===== src/rtl/npu_fsm_pkg.sv =====
// rtl/npu_fsm_pkg.sv - shared state encoding and defaults for the NPU load/store sequencers
package npu_fsm_pkg;

  // Words moved per load/store; the output sequencer uses the same default.
  localparam int NUM_WORDS_DEF = 8;

  // Input-sequencer state encoding.
  typedef enum logic [1:0] {
    IN_IDLE  = 2'd0,
    IN_ISSUE = 2'd1,
    IN_DRAIN = 2'd2,
    IN_DONE  = 2'd3
  } in_state_e;

endpackage


===== src/rtl/lat_pipe.sv =====
// rtl/lat_pipe.sv - holdable single-bit delay line modelling memory read latency
module lat_pipe #(
  parameter int DEPTH = 1
) (
  input  logic clk_i,
  input  logic rst_ni,
  input  logic en_i,
  input  logic d_i,
  output logic q_o
);

  logic [DEPTH-1:0] pipe_q;
  logic [DEPTH-1:0] pipe_d;

  // Shift one stage per enabled cycle; hold everything while en_i is low.
  always_comb begin
    pipe_d = pipe_q;
    if (en_i) begin
      pipe_d[0] = d_i;
      for (int i = 1; i < DEPTH; i++) begin
        pipe_d[i] = pipe_q[i-1];
      end
    end
  end

  // Stage registers; clearing them drops any data still in flight.
  always_ff @(posedge clk_i or negedge rst_ni) begin
    if (!rst_ni) begin
      pipe_q <= '0;
    end else begin
      pipe_q <= pipe_d;
    end
  end

  assign q_o = pipe_q[DEPTH-1];

endmodule


===== src/rtl/fsm_in.sv =====
// rtl/fsm_in.sv - input-side load sequencer: issues NUM_WORDS reads and strobes the SIPO per returned word
module fsm_in
  import npu_fsm_pkg::*;
#(
  parameter int NUM_WORDS  = NUM_WORDS_DEF,
  parameter int RD_LATENCY = 1,
  parameter int ADDR_W     = 8
) (
  input  logic              clk,
  input  logic              reset,
  input  logic              enable,
  input  logic              start,
  input  logic [ADDR_W-1:0] base_addr,
  output logic              RD_EN,
  output logic [ADDR_W-1:0] RD_ADDR,
  output logic              SHIFT_IN,
  output logic              EN_SIPO_IN,
  output logic              IN_DONE,
  output logic              BUSY
);

  // State names are package-qualified because the IN_DONE port shadows the enum literal.
  localparam int              CNT_W = (NUM_WORDS > 1) ? $clog2(NUM_WORDS) : 1;
  localparam logic [CNT_W-1:0] LAST = CNT_W'(NUM_WORDS - 1);

  in_state_e         state_q, state_d;
  logic [CNT_W-1:0]  issue_cnt_q, issue_cnt_d;
  logic [CNT_W-1:0]  shift_cnt_q, shift_cnt_d;
  logic [ADDR_W-1:0] addr_q, addr_d;
  logic              shift;

  // RD_EN delayed by the read latency marks the cycle the word is on the bus.
  lat_pipe #(
    .DEPTH(RD_LATENCY)
  ) u_lat_pipe (
    .clk_i (clk),
    .rst_ni(reset),
    .en_i  (enable),
    .d_i   (RD_EN),
    .q_o   (shift)
  );

  // Next-state, counter and address update; shifts may land during ISSUE or DRAIN.
  always_comb begin
    state_d     = state_q;
    issue_cnt_d = issue_cnt_q;
    shift_cnt_d = shift_cnt_q;
    addr_d      = addr_q;
    if (shift) begin
      shift_cnt_d = (shift_cnt_q == LAST) ? '0 : shift_cnt_q + 1'b1;
    end
    case (state_q)
      npu_fsm_pkg::IN_IDLE: begin
        if (start) begin
          state_d     = npu_fsm_pkg::IN_ISSUE;
          addr_d      = base_addr;
          issue_cnt_d = '0;
          shift_cnt_d = '0;
        end
      end
      npu_fsm_pkg::IN_ISSUE: begin
        addr_d = addr_q + 1'b1;
        if (issue_cnt_q == LAST) begin
          state_d     = npu_fsm_pkg::IN_DRAIN;
          issue_cnt_d = '0;
        end else begin
          issue_cnt_d = issue_cnt_q + 1'b1;
        end
      end
      npu_fsm_pkg::IN_DRAIN: begin
        if (shift && (shift_cnt_q == LAST)) begin
          state_d = npu_fsm_pkg::IN_DONE;
        end
      end
      npu_fsm_pkg::IN_DONE: begin
        state_d = npu_fsm_pkg::IN_IDLE;
      end
      default: begin
        state_d = npu_fsm_pkg::IN_IDLE;
      end
    endcase
  end

  // State and counters advance only on enabled edges.
  always_ff @(posedge clk or negedge reset) begin
    if (!reset) begin
      state_q     <= npu_fsm_pkg::IN_IDLE;
      issue_cnt_q <= '0;
      shift_cnt_q <= '0;
      addr_q      <= '0;
    end else if (enable) begin
      state_q     <= state_d;
      issue_cnt_q <= issue_cnt_d;
      shift_cnt_q <= shift_cnt_d;
      addr_q      <= addr_d;
    end
  end

  assign RD_EN      = (state_q == npu_fsm_pkg::IN_ISSUE);
  assign RD_ADDR    = addr_q;
  assign SHIFT_IN   = shift;
  assign EN_SIPO_IN = (state_q == npu_fsm_pkg::IN_ISSUE) || (state_q == npu_fsm_pkg::IN_DRAIN);
  assign IN_DONE    = (state_q == npu_fsm_pkg::IN_DONE);
  assign BUSY       = (state_q != npu_fsm_pkg::IN_IDLE);

endmodule

===== config.mk =====
export PLATFORM = sky130hd
export DESIGN_NAME = fsm_in
export DESIGN_NICKNAME = d
export VERILOG_FILES = /design/src/rtl/npu_fsm_pkg.sv /design/src/rtl/lat_pipe.sv /design/src/rtl/fsm_in.sv
export SDC_FILE = /design/constraint.sdc
export NUM_CORES = 1
export LEC_CHECK = 0
export CORE_MARGIN = 2
export CORE_UTILIZATION = 44
export CTS_BUF_LIST = sky130_fd_sc_hd__clkbuf_4
export DETAILED_ROUTE_END_ITERATION = 16
export GPL_ROUTABILITY_DRIVEN = 0
export GPL_TIMING_DRIVEN = 0
export PLACE_DENSITY = 0.72
export SETUP_SLACK_MARGIN = 0.1
export SLEW_MARGIN = 20
export SYNTH_ARGS = -nofsm -noshare
export SYNTH_HDL_FRONTEND = slang
export SYNTH_SLANG_ARGS = --single-unit
export TNS_END_PERCENT = 100

===== constraint.sdc =====
create_clock -name clk -period 2 [get_ports clk]
set_input_delay 0.2 -clock clk [delete_from_list [all_inputs] [get_ports clk]]
set_output_delay 0.2 -clock clk [all_outputs]
set_load 0.05 [all_outputs]

# Yosys cells after proc, flatten, opt, wreduce, memory -nomap -nowiden
# Cells that the tools add are included.
dict set report totals {
  word_cells 36
  input_bits 12
  out_inout_bits 13
  reg_bits 17
}
dict set report classes {
  n_reduce_logical 7
  n_eq_ne 8
  addsub 3
  n_mux 13
}
# cell n
set op_table {}
lappend op_table {{2-to-1 mux 3 bit} 6}
lappend op_table {{one-hot mux 8 bit (2 select lines)} 1}
lappend op_table {{adder 8 x 1 -> 8 bit (second input constant)} 1}
lappend op_table {{2-to-1 mux 8 bit} 1}
lappend op_table {{one-hot mux 2 bit (4 select lines)} 1}
lappend op_table {{adder 3 x 1 -> 3 bit (second input constant)} 2}
lappend op_table {{== test 3 bit (second input constant)} 2}
lappend op_table {{2-to-1 mux 2 bit} 3}
lappend op_table {{!= test 2 bit (second input constant)} 3}
lappend op_table {{one-hot mux 3 bit (2 select lines)} 1}
lappend op_table {{== test 2 bit (second input constant)} 2}
lappend op_table {{AND reduction 4 bit} 1}
lappend op_table {{nonzero test 2 bit} 2}
lappend op_table {{AND reduction 3 bit} 1}
lappend op_table {{== test 2 x 1 -> 1 bit (second input constant)} 1}
lappend op_table {{logical NOT 2 bit} 1}
lappend op_table {{logical AND 1 bit} 1}
lappend op_table {{logical OR 1 bit} 1}

# Depth between registers and ports, before layout
dict set report logic_depth {
  ltp_word 5
  ltp_mapped 7
  mapped_depth_nobuf 6
}

# By module
# Synthesis repeated with hierarchy kept, for this count alone.
dict set report unflattened {
  cells_unflattened 110
  area_unflattened_um2 1082.3
}
# module instances area_per_inst_um2 cells_per_inst
set by_module_without_submodules {}
lappend by_module_without_submodules {fsm_in 1 1042.2 108}
lappend by_module_without_submodules {lat_pipe 1 40.0 2}

# Least setup slack after synthesis
# No wires, ideal clock.
dict set report synth_path {
  path_type {reg2reg}
  start {register state_q[1]}
  end {register addr_q[5], in the netlist RD_ADDR[5]}
  arrival_time_ns 1.868
  synth_period_minus_slack_ns 1.991
  t_required_ns 1.878
  slack_ns 0.009
  setup_time_ns 0.122
  n_path_buf 1
  path_stages_with_launch 8
  path_cell_list {dfrtp_1 inv_1 ha_1 buf_6 nor2b_1 o21a_4 a41oi_2 o22a_1}
}
dict set report synth_via {
  elab_chain_len 3
  word_cells_on_any_way 6
  cone_classes {eq/ne (2); mux (1); reduce/logical (3)}
}
# item line_no
set synth_lines {}
lappend synth_lines {{from (decl)} fsm_in.sv:26} ;# in_state_e state_q, state_d;
lappend synth_lines {{from (signal assigned)} fsm_in.sv:87} ;# state_q <= npu_fsm_pkg::IN_IDLE;
lappend synth_lines {{from (signal assigned)} fsm_in.sv:92} ;# state_q <= state_d;
lappend synth_lines {{== test 2 x 1 -> 1 bit *} -}
lappend synth_lines {{net RD_EN} fsm_in.sv:14} ;# output logic RD_EN,
lappend synth_lines {{nonzero test 2 bit (no line)} -}
lappend synth_lines {{AND reduction 3 bit (no line)} -}
lappend synth_lines {{to (signal assigned)} fsm_in.sv:95} ;# addr_q <= addr_d;
lappend synth_lines {{to (decl)} fsm_in.sv:29} ;# logic [ADDR_W-1:0] addr_q, addr_d;
# Mark *: on every way through the listed nets, which the timed path passes. The rest lies on a longest branch.
# A chain may end at the register's enable or synchronous reset.

# Worst setup path after layout
dict set report layout_path {
  start {register state_q[1]}
  end {output port IN_DONE}
}
dict set report layout_via {
  elab_chain_len 1
}
# item line_no
set layout_lines {}
lappend layout_lines {{== test 2 bit} fsm_in.sv:103} ;# assign IN_DONE = (state_q == npu_fsm_pkg::IN_DONE);
lappend layout_lines {{to (decl)} fsm_in.sv:18} ;# output logic IN_DONE,
# Every way passes these cells.

==> results.sh <==
export IMPL_outcome="completed"
export IMPL_grt_pass1_wl_um=3930
export IMPL_whs_endpoint="u_lat_pipe.q_o"
export IMPL_worst_path_max_fanout=4
export IMPL_r2r_start="state_q[0]"
export IMPL_cts_buffers=3
export IMPL_clk_pin_slew_worst_paths_ps=100
export IMPL_synth_edf_count=0
export IMPL_relSlewSlack=0.455
export IMPL_yosysWarningCount=0
export IMPL_ys_ff_latch=17
export IMPL_setup_viol=0
export IMPL_worst_pin_slew_ps=815
export IMPL_htreeDepth=1
export IMPL_async_flop_share=1.00
export IMPL_grt_remaining_overflow=0
export IMPL_cts_hold_buf=0
export IMPL_p_sw_frac=0.526
export IMPL_port_buffers=23
export IMPL_ant_nets=0
export IMPL_fp_dieW_um=53.3
export IMPL_hold_viol_final=0
export IMPL_cts_sinks=17
export IMPL_powerDensity_nw_per_um2=1790
export IMPL_seqPwrFrac=0.266
export IMPL_netlist_area_leader_share=0.398
export IMPL_diodes=0
export IMPL_min_from="enable"
export IMPL_synth_area_leaders="dfrtp_1, ha_1, a21oi_1"
export IMPL_worst_r2r_endpoint="state_q[1]"
export IMPL_ys_flop_type="dfrtp_1"
export IMPL_syn_nets=127
export IMPL_power_total_mw=2.42
export IMPL_clockRootBuffer="clkbuf_4"
export IMPL_finClkSkew_ps=1.26
export IMPL_timing_final_max_slew_violations=0
export IMPL_synth_top_area_cell="dfrtp_1"
export IMPL_fin_nets=155
export IMPL_fin_ws_ps=162
export IMPL_cp_start_kind="register"
export IMPL_p_leak_nw=0.601
export IMPL_p_int_mw=1.15
export IMPL_fin_crit_ps=1840
export IMPL_grt_pass1_vias=878
export IMPL_ys_top_cells_by_count="dfrtp_1, ha_1, nand2_1"
export IMPL_viasPerCell=5.56
export IMPL_first_pass_iters=4
export IMPL_cp_end_kind="output port"
export IMPL_antenna_found_initial=0
export IMPL_crit_type="register to output port"
export IMPL_final_layout_size_suffix_gt1_frac=0.144
export IMPL_avgRoutedWirePerCell_um=14.7
export IMPL_cp_data_arrival_time_ps=1640
export IMPL_hold_path_class="input pin to register"
export IMPL_grt_max_degree=18
export IMPL_coreArea_um2=2250
export IMPL_cts_tree="done"
export IMPL_clock_fmax_mhz=544
export IMPL_rows=17
export IMPL_place_ws_ps=130
export IMPL_drt_iter0_drc=13
export IMPL_vdd_ir_drop_worst_mv=1.01
export IMPL_clk_path_buf_depth=2
export IMPL_rsz0062_at_grt="no"
export IMPL_avgSynthCellArea_um2=10.2
export IMPL_place_hpwl_um=1740
export IMPL_n_fill_cell=206
export IMPL_synth_cells=105
export IMPL_synth_most_common_cell="dfrtp_1"
export IMPL_p_sw_mw=1.28
export IMPL_drt_wl_total_um=2350
export IMPL_fin_setup_tns_ps=0
export IMPL_ys_types=39
export IMPL_pin_count=25
export IMPL_initial_core_util=0.474
export IMPL_syn_to_final_growth_pct=26.7
export IMPL_dieHeight_um=53.3
export IMPL_post_cts_resized=3
export IMPL_drv_cap=0
export IMPL_holdPathStages=2
export IMPL_yosysSeqAreaShare=0.398
export IMPL_die_area_um2=2840
export IMPL_crit_required_ps=1800
export IMPL_period_share=0.919
export IMPL_rrSetupSlack_ps=230
export IMPL_syn_cell_area_um2=1070
export IMPL_clkPwrFrac=0.078
export IMPL_cts_setup_buffers=0
export IMPL_drc_errors=0
export IMPL_vias=889
export IMPL_reg2reg_depth=6
export IMPL_grt_usage=0.195
export IMPL_clock_latency_ps=290
export IMPL_combPwrFrac=0.657
==> worst max-delay path, cell delays in order, from the launching register on <==
cell and delay [ps]:
dfrtp_1 400, ha_1 150, clkdlybuf4s50_1 790
==> layout by cell type, fill, tap and decap left out, types with 3 or more instances in the layout <==
master / count
ha_1: 9
nand3_1: 4
nand2_1: 9
o21ai_1: 3
a22o_1: 3
inv_1: 5
clkdlybuf4s50_1: 20
nor2_1: 6
clkbuf_4: 3
o21ai_0: 5
a21oi_1: 7
dfrtp_1: 17
nand4_1: 3
clkbuf_2: 3
==> routing by layer <==
metal | global-route usage | vias up | share of wire
li1 | - | 449 | -
met1 | 0.238 | 413 | 0.46
met2 | 0.313 | 21 | 0.46
met3 | 0.0508 | 6 | 0.060
met4 | 0.103 | 0 | 0.023
met5 | 0 | - | 0
==> state kept, by name, summed over array words and instances (netlist names) <==
register,flops
state_q,2
issue_cnt_q,3
shift_cnt_q,3
RD_ADDR,8
u_lat_pipe.q_o,1
==> cell type report <==
type                            instances  area, µm²  area share
Clock buffer                            3       22.5      0.0166
Timing Repair Buffer                   23        224       0.165
Tap cell                               28       35.0      0.0259
Clock inverter                          1       5.00     0.00370
Inverter                                6       22.5      0.0166
Multi-Input combinational cell         78        591       0.436
Sequential cell                        17        425       0.314
Buffer                                  4       28.8      0.0213
==> power by group through the flow <==
| stage | combinational (mW) | clock (mW) | sequential [mW] |
|---|---|---|---|
| final | 1.59 | 0.188 | 0.644 |
| after detailed placement | 1.63 | 0 | 0.647 |
| after CTS | 1.60 | 0.195 | 0.641 |
| after floorplan | 0.917 | 0 | 0.909 |
| after global placement | 1.58 | 0 | 0.641 |
| after global routing | 1.73 | 0.207 | 0.669 |
==> metrics by stage <==
step	utilization	cell area (µm²)	std cells	hold WS, ps
floorplan	-	1070	105	-95.6
CTS	0.603	1360	160	239
global route	0.600	1350	160	249
finish	0.600	1350	160	248
global placement	0.593	1340	156	483
detailed placement	0.593	1340	156	488
==> logic make-up (layout without fill, tap and decap cells) <==
family | Yosys count | after routing | share of synthesized area
mux | 4 | 4 | 0.0398
buf+inv | 10 | 37 | 0.0515
compound gates | 34 | 34 | 0.246
flops | 17 | 17 | 0.398
fa+ha+maj | 10 | 10 | 0.117
simple gates | 30 | 30 | 0.148
==> worst max-delay path by stage <==
stage                            end  startpoint
after floorplan           RD_ADDR[5]  state_q[1]
after global placement          BUSY  state_q[0]
after detailed placement        BUSY  state_q[0]
after CTS                       BUSY  state_q[0]
after global routing         IN_DONE  state_q[1]
final                        IN_DONE  state_q[1]
Power figures use the tool's default switching activity.
